`src/rtl/pit_pkg.sv`:
```
// Shared definitions for the PIT Wishbone master and slave.
// State encoding and PIT register map.
package pit_pkg;

    typedef enum logic [1:0] {
        IDLE = 2'd0,
        BUS  = 2'd1,
        RESP = 2'd2
    } state_t;

    localparam logic [2:0] PIT_CNTRL = 3'd0;
    localparam logic [2:0] PIT_MOD   = 3'd1;
    localparam logic [2:0] PIT_COUNT = 3'd2;

endpackage

```
`src/rtl/pit_wb_watchdog.sv`:
```
// Bus-cycle watchdog: clear/increment counter with terminal compare.
// expire fires on the clock that would bring the count to TIMEOUT.
module pit_wb_watchdog #(
    parameter int TIMEOUT  = 15,
    parameter int TO_WIDTH = 4
) (
    input  logic clk,
    input  logic rst,
    input  logic clr,
    input  logic inc,
    output logic expire
);

    localparam logic [TO_WIDTH-1:0] LAST = TO_WIDTH'(TIMEOUT - 1);

    logic [TO_WIDTH-1:0] count;

    always_ff @(posedge clk) begin
        if (rst) begin
            count <= '0;
        end else if (clr) begin
            count <= '0;
        end else if (inc) begin
            count <= count + TO_WIDTH'(1);
        end
    end

    assign expire = inc && (count == LAST);

endmodule

```
`src/rtl/pit_wb_master.sv`:
```
// Wishbone classic single-transfer master for the PIT register slave.
// Command/response front end, one outstanding transfer, watchdog abort.
module pit_wb_master
    import pit_pkg::*;
#(
    parameter int DWIDTH   = 16,
    parameter int TIMEOUT  = 15,
    parameter int TO_WIDTH = 4
) (
    input  logic              wb_clk_i,
    input  logic              wb_rst_i,
    input  logic              cmd_valid,
    output logic              cmd_ready,
    input  logic              cmd_we,
    input  logic [2:0]        cmd_adr,
    input  logic [DWIDTH-1:0] cmd_dat,
    input  logic [1:0]        cmd_sel,
    output logic              rsp_valid,
    output logic [DWIDTH-1:0] rsp_dat,
    output logic              rsp_err,
    output logic              wb_cyc_o,
    output logic              wb_stb_o,
    output logic              wb_we_o,
    output logic [2:0]        wb_adr_o,
    output logic [DWIDTH-1:0] wb_dat_o,
    output logic [1:0]        wb_sel_o,
    input  logic [DWIDTH-1:0] wb_dat_i,
    input  logic              wb_ack_i
);

    state_t state;
    state_t state_d;

    logic accept;
    logic in_bus;
    logic bus_ack;
    logic expire;

    assign accept  = cmd_valid && cmd_ready;
    assign in_bus  = (state == BUS);
    assign bus_ack = in_bus && wb_ack_i;

    pit_wb_watchdog #(
        .TIMEOUT  (TIMEOUT),
        .TO_WIDTH (TO_WIDTH)
    ) u_wdog (
        .clk    (wb_clk_i),
        .rst    (wb_rst_i),
        .clr    (accept),
        .inc    (in_bus && !wb_ack_i),
        .expire (expire)
    );

    always_comb begin
        state_d = state;
        unique case (state)
            IDLE: if (accept) state_d = BUS;
            BUS:  if (wb_ack_i || expire) state_d = RESP;
            RESP: state_d = IDLE;
            default: state_d = IDLE;
        endcase
    end

    // Handshake/strobe outputs are registered copies of the next state.
    always_ff @(posedge wb_clk_i) begin
        if (wb_rst_i) begin
            state     <= IDLE;
            cmd_ready <= 1'b1;
            rsp_valid <= 1'b0;
            wb_cyc_o  <= 1'b0;
            wb_stb_o  <= 1'b0;
        end else begin
            state     <= state_d;
            cmd_ready <= (state_d == IDLE);
            rsp_valid <= (state_d == RESP);
            wb_cyc_o  <= (state_d == BUS);
            wb_stb_o  <= (state_d == BUS);
        end
    end

    always_ff @(posedge wb_clk_i) begin
        if (wb_rst_i) begin
            wb_we_o  <= 1'b0;
            wb_adr_o <= '0;
            wb_dat_o <= '0;
            wb_sel_o <= '0;
            rsp_dat  <= '0;
            rsp_err  <= 1'b0;
        end else begin
            if (accept) begin
                wb_we_o  <= cmd_we;
                wb_adr_o <= cmd_adr;
                wb_dat_o <= cmd_dat;
                wb_sel_o <= cmd_sel;
            end
            // An ack on the expiring clock still counts as a good transfer.
            if (bus_ack) begin
                rsp_dat <= wb_we_o ? '0 : wb_dat_i;
                rsp_err <= 1'b0;
            end else if (in_bus && expire) begin
                rsp_dat <= '0;
                rsp_err <= 1'b1;
            end
        end
    end

endmodule

```
`config.mk`:
```
export PLATFORM = sky130hd
export DESIGN_NAME = pit_wb_master
export DESIGN_NICKNAME = d
export VERILOG_FILES = /design/src/rtl/pit_pkg.sv /design/src/rtl/pit_wb_watchdog.sv /design/src/rtl/pit_wb_master.sv
export SDC_FILE = /design/constraint.sdc
export NUM_CORES = 1
export LEC_CHECK = 0
export CAP_MARGIN = 20
export CORE_MARGIN = 2
export CORE_UTILIZATION = 37
export CTS_BUF_LIST = sky130_fd_sc_hd__clkbuf_8
export DETAILED_ROUTE_END_ITERATION = 8
export HOLD_SLACK_MARGIN = 0.15
export MAX_ROUTING_LAYER = met4
export PLACE_DENSITY = 0.78
export SYNTH_ARGS = -nofsm -noshare
export SYNTH_HDL_FRONTEND = slang
export SYNTH_SLANG_ARGS = --single-unit
```
`constraint.sdc`:
```
create_clock -name wb_clk_i -period 1.7 [get_ports wb_clk_i]
set_input_delay 0.425 -clock wb_clk_i [delete_from_list [all_inputs] [get_ports wb_clk_i]]
set_output_delay 0.425 -clock wb_clk_i [all_outputs]
set_load 0.03 [all_outputs]
```
* Word-level counts from Yosys, hierarchy flattened
Index checks and enable logic that the tools add are counted.
W data, S select, Z words.
** Cells by class
- Add/subtract/negate cells :: 1
- $mul :: 0
- Divide/modulo/power cells :: 0
- $lt $le $gt $ge :: 0
- Equality and inequality tests :: 4
- Shifts and indexed selects :: 0
- Mux-type cells :: 6
- Bitwise operators :: 0
- Reductions and logical operators :: 12
** Operator list (count)
- $mux W16 :: 3
- $logic_and A1 B1 Y1 :: 5
- $add A4 B1 Y4 const B :: 1
- $eq A2 B1 Y1 const B :: 2
- $eq A4 B4 Y1 const B :: 1
- $logic_not A2 Y1 :: 2
- $mux W2 :: 2
- $pmux W2 S2 :: 1
- $reduce_or A2 Y1 :: 2
- $eq A2 B2 Y1 const B :: 1
- $reduce_bool A2 Y1 :: 1
- $logic_not A1 Y1 :: 1
- $logic_or A1 B1 Y1 :: 1
** Word-level totals
- Register bits :: 48
- Latch bits :: 0
- Bits in writable memories :: 0
- Bits in read-only memories :: 0
- Input port bits :: 42
- Word-level logic and storage cells :: 34
- Memories :: 0

* Logic depth before layout (Yosys ltp)
Gate-level depths: netlist (run 1).
- Word-level depth :: 7
- Mapped depth :: 6
- Gate-level depth less buffers :: 5

* Hierarchy
From an unflattened synthesis (run 1), not the netlist that was laid out.
** Second synthesis, totals
- Cell total of the unflattened synthesis :: 173
- Area total of the unflattened synthesis :: 1680.4 sq um
** By module, submodules not included
- pit_wb_master :: times used 1, cells each 154, area each 1480.2 sq um, seq. area each 880.8 sq um
- pit_wb_watchdog :: times used 1, cells each 19, area each 200.2 sq um, seq. area each 80.1 sq um

* Least setup slack after synthesis (run 1)
Ideal clock, no wire load.
- Path kind :: reg2reg
- From :: register u_wdog.count[0]
- To :: register rsp_dat[10]
- Data arrival time :: 1682 ps
- Required time :: 1640 ps
- Path slack :: -42 ps
- Stages on the path, launching flop included :: 7
- Path buffers :: 1
- Cell sequence :: dfxtp_1 -> inv_1 -> ha_1 -> a31o_2 -> a21oi_1 -> clkbuf_1 -> a22o_1
** On the way
- Cells in the longest elaborated chain, start to end :: 4
** Ends and longest elaborated chain
- from (decl) :: RTL line pit_wb_watchdog.sv:16 : logic [TO_WIDTH-1:0] count;
- from (signal assigned) :: RTL line pit_wb_watchdog.sv:24 : count <= count + TO_WIDTH'(1);
- $eq A4 B4 Y1 :: RTL line pit_wb_watchdog.sv:28 : assign expire = inc && (count == LAST);
- $logic_and A1 B1 Y1 :: RTL line pit_wb_watchdog.sv:28
- $logic_and A1 B1 Y1 :: RTL line pit_wb_master.sv:100 : end else if (in_bus && expire) begin
- $reduce_bool A2 Y1 (no line)
- to (signal assigned) :: RTL line pit_wb_master.sv:98 : rsp_dat <= wb_we_o ? '0 : wb_dat_i;
- to (decl) :: RTL line pit_wb_master.sv:19 : output logic [DWIDTH-1:0] rsp_dat,
No other way between the ends.
A chain may end at the register's enable or synchronous reset.

==> results.yml, run 1 <==
synth:
  synth_area_leaders: "dfxtp_1 (57%), nand2_1 (11%), a22o_1 (8.4%)"
  async_flop_share_pct: 0
  syn_inst: 175
  syn_area_um2: 1675
  synthFlopType: "dfxtp_1"
  synth.distinct_cells: 29
  postSynthAreaPerCell_um2: 9.573
  synth_nets: 219
  synth_edf_count: 0
  yosys.area.top_type: "dfxtp_1"
  seq_area_frac_synth_pct: 57.36
  ys_warn_count: 0
  ys_ff_latch: 48
  yosysTopAreaCellShare_pct: 57.36
setup_path:
  worstSetupPathType: "in -> reg"
  crit_required_ps: 1940
  worstSetupStartpointType: "primary input"
  worstPathCellList: "clkdlybuf4s50_1, or3b_1, nor3b_4, buf_12, a22o_1"
  cpLargestDelayFamily: "simple AND/OR/NAND/NOR gates"
  critPathBufInv: 2
  arrival_ps: 1810
  worstPathMaxFanout: 16
  rrSetupSlack_ps: 200
  slowest_delay_ps: 420
  end_kind: "flip-flop"
  slowest_stage: "clkdlybuf4s50_1"
min_path:
  holdCritPathClass: "reg -> reg"
run_status:
  status: "complete, no violations"
sta:
  fin_crit_sh_pct: 92.46
  min_period_ps: 1572
  finalHoldViolCount: 0
  worst_slack_ps: 128.1
  drv_slew: 0
  max_freq_mhz: 636.2
  setup_viol: 0
  skew_ps: 3.154
  relSlewSlack_pct: 78.65
  tightest_slew_ps: 312.2
  hold_ws_ps: 453.4
  rsz0062_at_grt: "false"
global_route:
  grtUsageTotal_pct: 17.46
  grt_pass1_vias: 1495
  grt_start_max_net_pins: 30
  grt_pass1_wl_mm: 6.817
  antenna_found_initial: 0
  grt_remaining_overflow: 0
routing:
  wirelength_mm: 4.067
  drc: 0
  ant_nets: 0
  dr.pass1.iters: 4
  vias: 1536
  drt-wirelength-per-cell_um: 12.79
  first_iter_violations: 59
  vias_per_cell: 4.830
finish:
  final_nets: 309
  area_delta_synth_final_pct: 60.27
  drive_above_1_share_pct: 8.271
  diodes: 0
  post-route-util_pct: 61.67
place:
  hpwlAfterDp_mm: 2.949
  routabilityCongestion: 0.7636
  place_ws_ps: -171.6
  port_buffers: 84
clock_network:
  cts_sinks: 48
  clkSlewWorstSetupHoldPaths_ps: 80
  insertion_delay_ps: 300
  cts_setup_buffers: 0
  cts_max_level: 2
  cts-root-buf: "clkbuf_8"
  cts_tree: "yes"
  cts-buffers-inserted: 5
  cts-hold-fix-buffers: 0
  cts_resized: 43
  clockBufferDepth: 2
die:
  initial_core_util_pct: 38.48
  fp.dieW_um: 71.29
  dieHeight_um: 71.29
  core_area_um2: 4354
  io_pins: 85
  row_count: 24
  die-area_um2: 5082
power:
  p_leak_nw: 1.219
  pwr_density_cell_nw_per_um2: 941.5
  peakVddDrop_mv: 0.5196
  power_w: 0.002528
job:
  cap_viol_max_count: 0
==> kinds of logic (layout without fill, tap and decap cells) <==
kind of cell | Yosys count | after routing | synth area share (%)
buffers and inverters | 13 | 104 | 4.033
DFF | 48 | 48 | 57.36
xor gates and xnor gates | 2 | 2 | 1.046
adders and majority gates | 2 | 2 | 1.493
muxes | 1 | 1 | 0.5975
AOI/OAI and AO/OA | 48 | 48 | 18.97
and+or+nand+nor | 61 | 61 | 16.51
==> cells in the final DEF, fill, tap and decap left out <==
cell type / Yosys / final
or3b_1: 1 / 1
o22ai_1: 2 / 2
nand2_1: 47 / 47
nor3b_2: 1 / 1
nand4_1: 1 / 1
a211oi_1: 1 / 1
nor3b_4: 1 / 1
nor2b_1: 1 / 1
buf_4: 1 / 10
dfxtp_1: 48 / 48
xnor2_1: 2 / 2
buf_12: 0 / 1
nor2_1: 4 / 4
dlygate4sd2_1: 0 / 43
a31oi_1: 1 / 1
clkbuf_8: 0 / 7
a31o_2: 1 / 1
nor3_1: 2 / 2
a41oi_1: 1 / 1
clkdlybuf4s50_1: 0 / 41
a2111oi_0: 1 / 1
a22o_1: 16 / 16
ha_1: 2 / 2
and2_1: 1 / 1
nand2b_1: 1 / 1
a21oi_1: 24 / 24
mux2i_1: 1 / 1
bufinv_16: 0 / 1
inv_1: 1 / 1
o21ai_0: 1 / 1
nor4bb_1: 1 / 1
==> Yosys cell counts, drive strengths merged (2+ instances only) <==
| cell type | number |
|---|---|
| clkbuf | 8 |
| nor3b | 2 |
| o22ai | 2 |
| a22o | 16 |
| xnor2 | 2 |
| ha | 2 |
| dfxtp | 48 |
| nor3 | 2 |
| a21oi | 24 |
| nor2 | 4 |
| buf | 4 |
| nand2 | 47 |
==> layer usage <==
metal / routed length [µm] / GRT usage [%]
met3: 438 / 6.329
met5: 0 / -
met4: 54 / 7.547
met2: 1709 / 25.62
met1: 1865 / 21.65
==> power by group <==
| part | total [W] | switching [W] | internal, W |
|---|---|---|---|
| registers | 0.00121 | 0.0000319 | 0.00118 |
| clock network | 0.000873 | 0.000354 | 0.000519 |
| logic | 0.000442 | 0.000239 | 0.000203 |
| total | 0.00253 | 0.000625 | 0.00190 |
==> worst paths after layout <==
kind                                startpoint                       end  cells past startpoint
setup / recovery                      wb_rst_i  rsp_dat[10]$_SDFFE_PP0P_                      5
hold reg to reg       wb_dat_o[1]$_SDFFE_PP0P_  wb_dat_o[1]$_SDFFE_PP0P_                      2
setup reg to reg  u_wdog.count[0]$_SDFFE_PP0P_  rsp_dat[10]$_SDFFE_PP0P_                      6
hold / removal        wb_dat_o[1]$_SDFFE_PP0P_  wb_dat_o[1]$_SDFFE_PP0P_                      2
==> worst reg2reg max path, cell delays in order (launching register included) <==
cell     delay [ps]
dfxtp_1         400
inv_1            60
ha_1            220
a31o_2          260
a21oi_1         140
buf_4           220
a22o_1          150
==> flip-flops by register name (all words and copies together) (netlist names), 2 cells and up <==
register      count
u_wdog.count      4
rsp_dat          16
wb_sel_o          2
state             2
wb_dat_o         16
wb_adr_o          3
==> per-stage QoR <==
step           cell area, µm²  setup TNS, ps  instances
2_1_floorplan            1677              0        175
3_3_place_gp             2613          -2552        310
3_5_place_dp             2613          -2734        310
4_1_cts                  2685              0        318
5_1_grt                  2685              0        318
6_report                 2685              0        318
==> area by class of cell <==
cell class              count  area [µm²]
repair buffers             95       882.1
clock inverters             1       30.03
multi-input cells         114       646.9
flip-flops and latches     48       960.9
clock buffers               7       96.34
fillers                   374        1669
inverters                   1       3.754
well taps                  52       65.06
Note: power is estimated with default switching activity, not from simulation.
==> run 2, diff against run 1 <==
--- a/config.mk
+++ b/config.mk
@@ -13,6 +13,7 @@
 export HOLD_SLACK_MARGIN = 0.15
 export MAX_ROUTING_LAYER = met4
 export PLACE_DENSITY = 0.78
+export REMOVE_ABC_BUFFERS = 1
 export SYNTH_ARGS = -nofsm -noshare
 export SYNTH_HDL_FRONTEND = slang
 export SYNTH_SLANG_ARGS = --single-unit
==> results.yml, run 2 (synthesized netlist as in run 1, its figures left out) <==
sta:
  max_freq_mhz: 622.3
  rsz0062_at_grt: "false"
  min_period_ps: 1607
  fin_tns_setup_ps: 0
  fin_crit_sh_pct: 94.52
  relSlewSlack_pct: 78.78
  drv_slew: 0
  worst_slack_ps: 93.09
  skew_ps: 3.068
  finalHoldViolCount: 0
  tightest_slew_ps: 310.3
  setup_viol: 0
power:
  p_leak_nw: 1.208
  pwr_density_cell_nw_per_um2: 871.6
  peakVddDrop_mv: 0.5225
  power_w: 0.002313
setup_path:
  arrival_ps: 1840
  worstSetupStartpointType: "primary input"
  worstPathMaxFanout: 16
  worstSetupPathType: "in -> reg"
  crit_required_ps: 1930
  end_kind: "flip-flop"
finish:
  final_cell_mix: "dfxtp_1 (48), nand2_1 (47), dlygate4sd2_1 (43), clkdlybuf4s50_1 (41), a21oi_1 (24)"
  final_common_cell: "dfxtp_1"
  reg.largest.list: "rsp_dat x16, wb_dat_o x16, u_wdog.count x4"
  diodes: 0
  finalNonFillerCells: 317
  area_delta_synth_final_pct: 58.40
  post-route-util_pct: 60.95
  drive_above_1_share_pct: 7.170
  final_nets: 308
job:
  cap_viol_max_count: 0
place:
  hpwlAfterDp_mm: 2.788
  dp.cells: 309
  port_buffers: 84
  place_ws_ps: -203.3
  routabilityCongestion: 0.7644
global_route:
  grt_start_max_net_pins: 30
  grt_pass1_vias: 1362
  grtUsageTotal_pct: 15.62
  antenna_found_initial: 0
  grt_remaining_overflow: 0
  grt_pass1_wl_mm: 6.189
die:
  core_area_um2: 4354
  io_pins: 85
  row_count: 24
  fp.dieW_um: 71.29
  dieHeight_um: 71.29
  initial_core_util_pct: 38.48
  die-area_um2: 5082
routing:
  drt-wirelength-per-cell_um: 12.05
  wirelength_mm: 3.820
  ant_nets: 0
  dr.pass1.iters: 4
  first_iter_violations: 69
  vias: 1535
  drc: 0
  vias_per_cell: 4.842
clock_network:
  cts_setup_buffers: 0
  cts_tree: "yes"
  cts-root-buf: "clkbuf_8"
  insertion_delay_ps: 290
  cts_sinks: 48
  cts-buffers-inserted: 5
  clockBufferDepth: 2
  clkSlewWorstSetupHoldPaths_ps: 80
  cts_max_level: 2
min_path:
  holdCritPathClass: "reg -> reg"
run_status:
  status: "complete, no violations"
-- run 2: cell types whose count changed in the layout (fill, tap and decap cells not counted) --
cell and delta:
clkbuf_8 -1, inv_1 +2, buf_12 +1, buf_4 -2
bufinv_16 -1
-- run 2: power by group --
group / switching, W / total [W] / internal (W)
logic: 0.000237 / 0.000443 / 0.000206
registers: 0.0000313 / 0.00121 / 0.00118
clock network: 0.000337 / 0.000657 / 0.000320
-- run 2: metrics by stage --
stage | hold slack [ps] | cell area [µm²]
5_1_grt | 476.1 | 2654
4_1_cts | 458.5 | 2654
6_report | 454.4 | 2654
3_3_place_gp | 440.9 | 2618
2_1_floorplan | 449.9 | 1612
3_5_place_dp | 449.2 | 2618
-- run 2: layout make-up --
type,count,area [µm²]
inverter,1,3.754
timing repair buffer,94,887.1
sequential,48,960.9
multi-input combinational,114,646.9
clock buffer,6,82.58
clock inverter,2,7.507
tap,52,65.06
fill,393,1700
-- run 2: timing repair --
item | CTS | global route
setup endpoints to repair | 43 | 0
hold buffers | 0 | 0
resized for setup | 43 | 0
-- run 2: critical path, stage by stage --
cell             delay [ps]
clkdlybuf4s50_1         420
or3b_1                  430
nor3b_4                 250
buf_12                  170
a22o_1                  140
-- run 2: final timing paths --
path	from	end	slack (ps)	cells after the start
setup / recovery	wb_rst_i	rsp_dat[4]$_SDFFE_PP0P_	90	5
hold / removal	wb_dat_o[6]$_SDFFE_PP0P_	wb_dat_o[6]$_SDFFE_PP0P_	450	2
setup reg to reg	u_wdog.count[0]$_SDFFE_PP0P_	rsp_dat[4]$_SDFFE_PP0P_	140	6
hold reg to reg	wb_dat_o[6]$_SDFFE_PP0P_	wb_dat_o[6]$_SDFFE_PP0P_	450	2
-- run 2: metal layers --
layer | vias to the layer above | wire, µm | track usage (%)
li1 | 778 | - | -
met1 | 682 | 1714 | 19.02
met2 | 70 | 1620 | 23.87
met3 | 5 | 436 | 5.204
met4 | 0 | 48 | 6.289
met5 | - | 0 | -
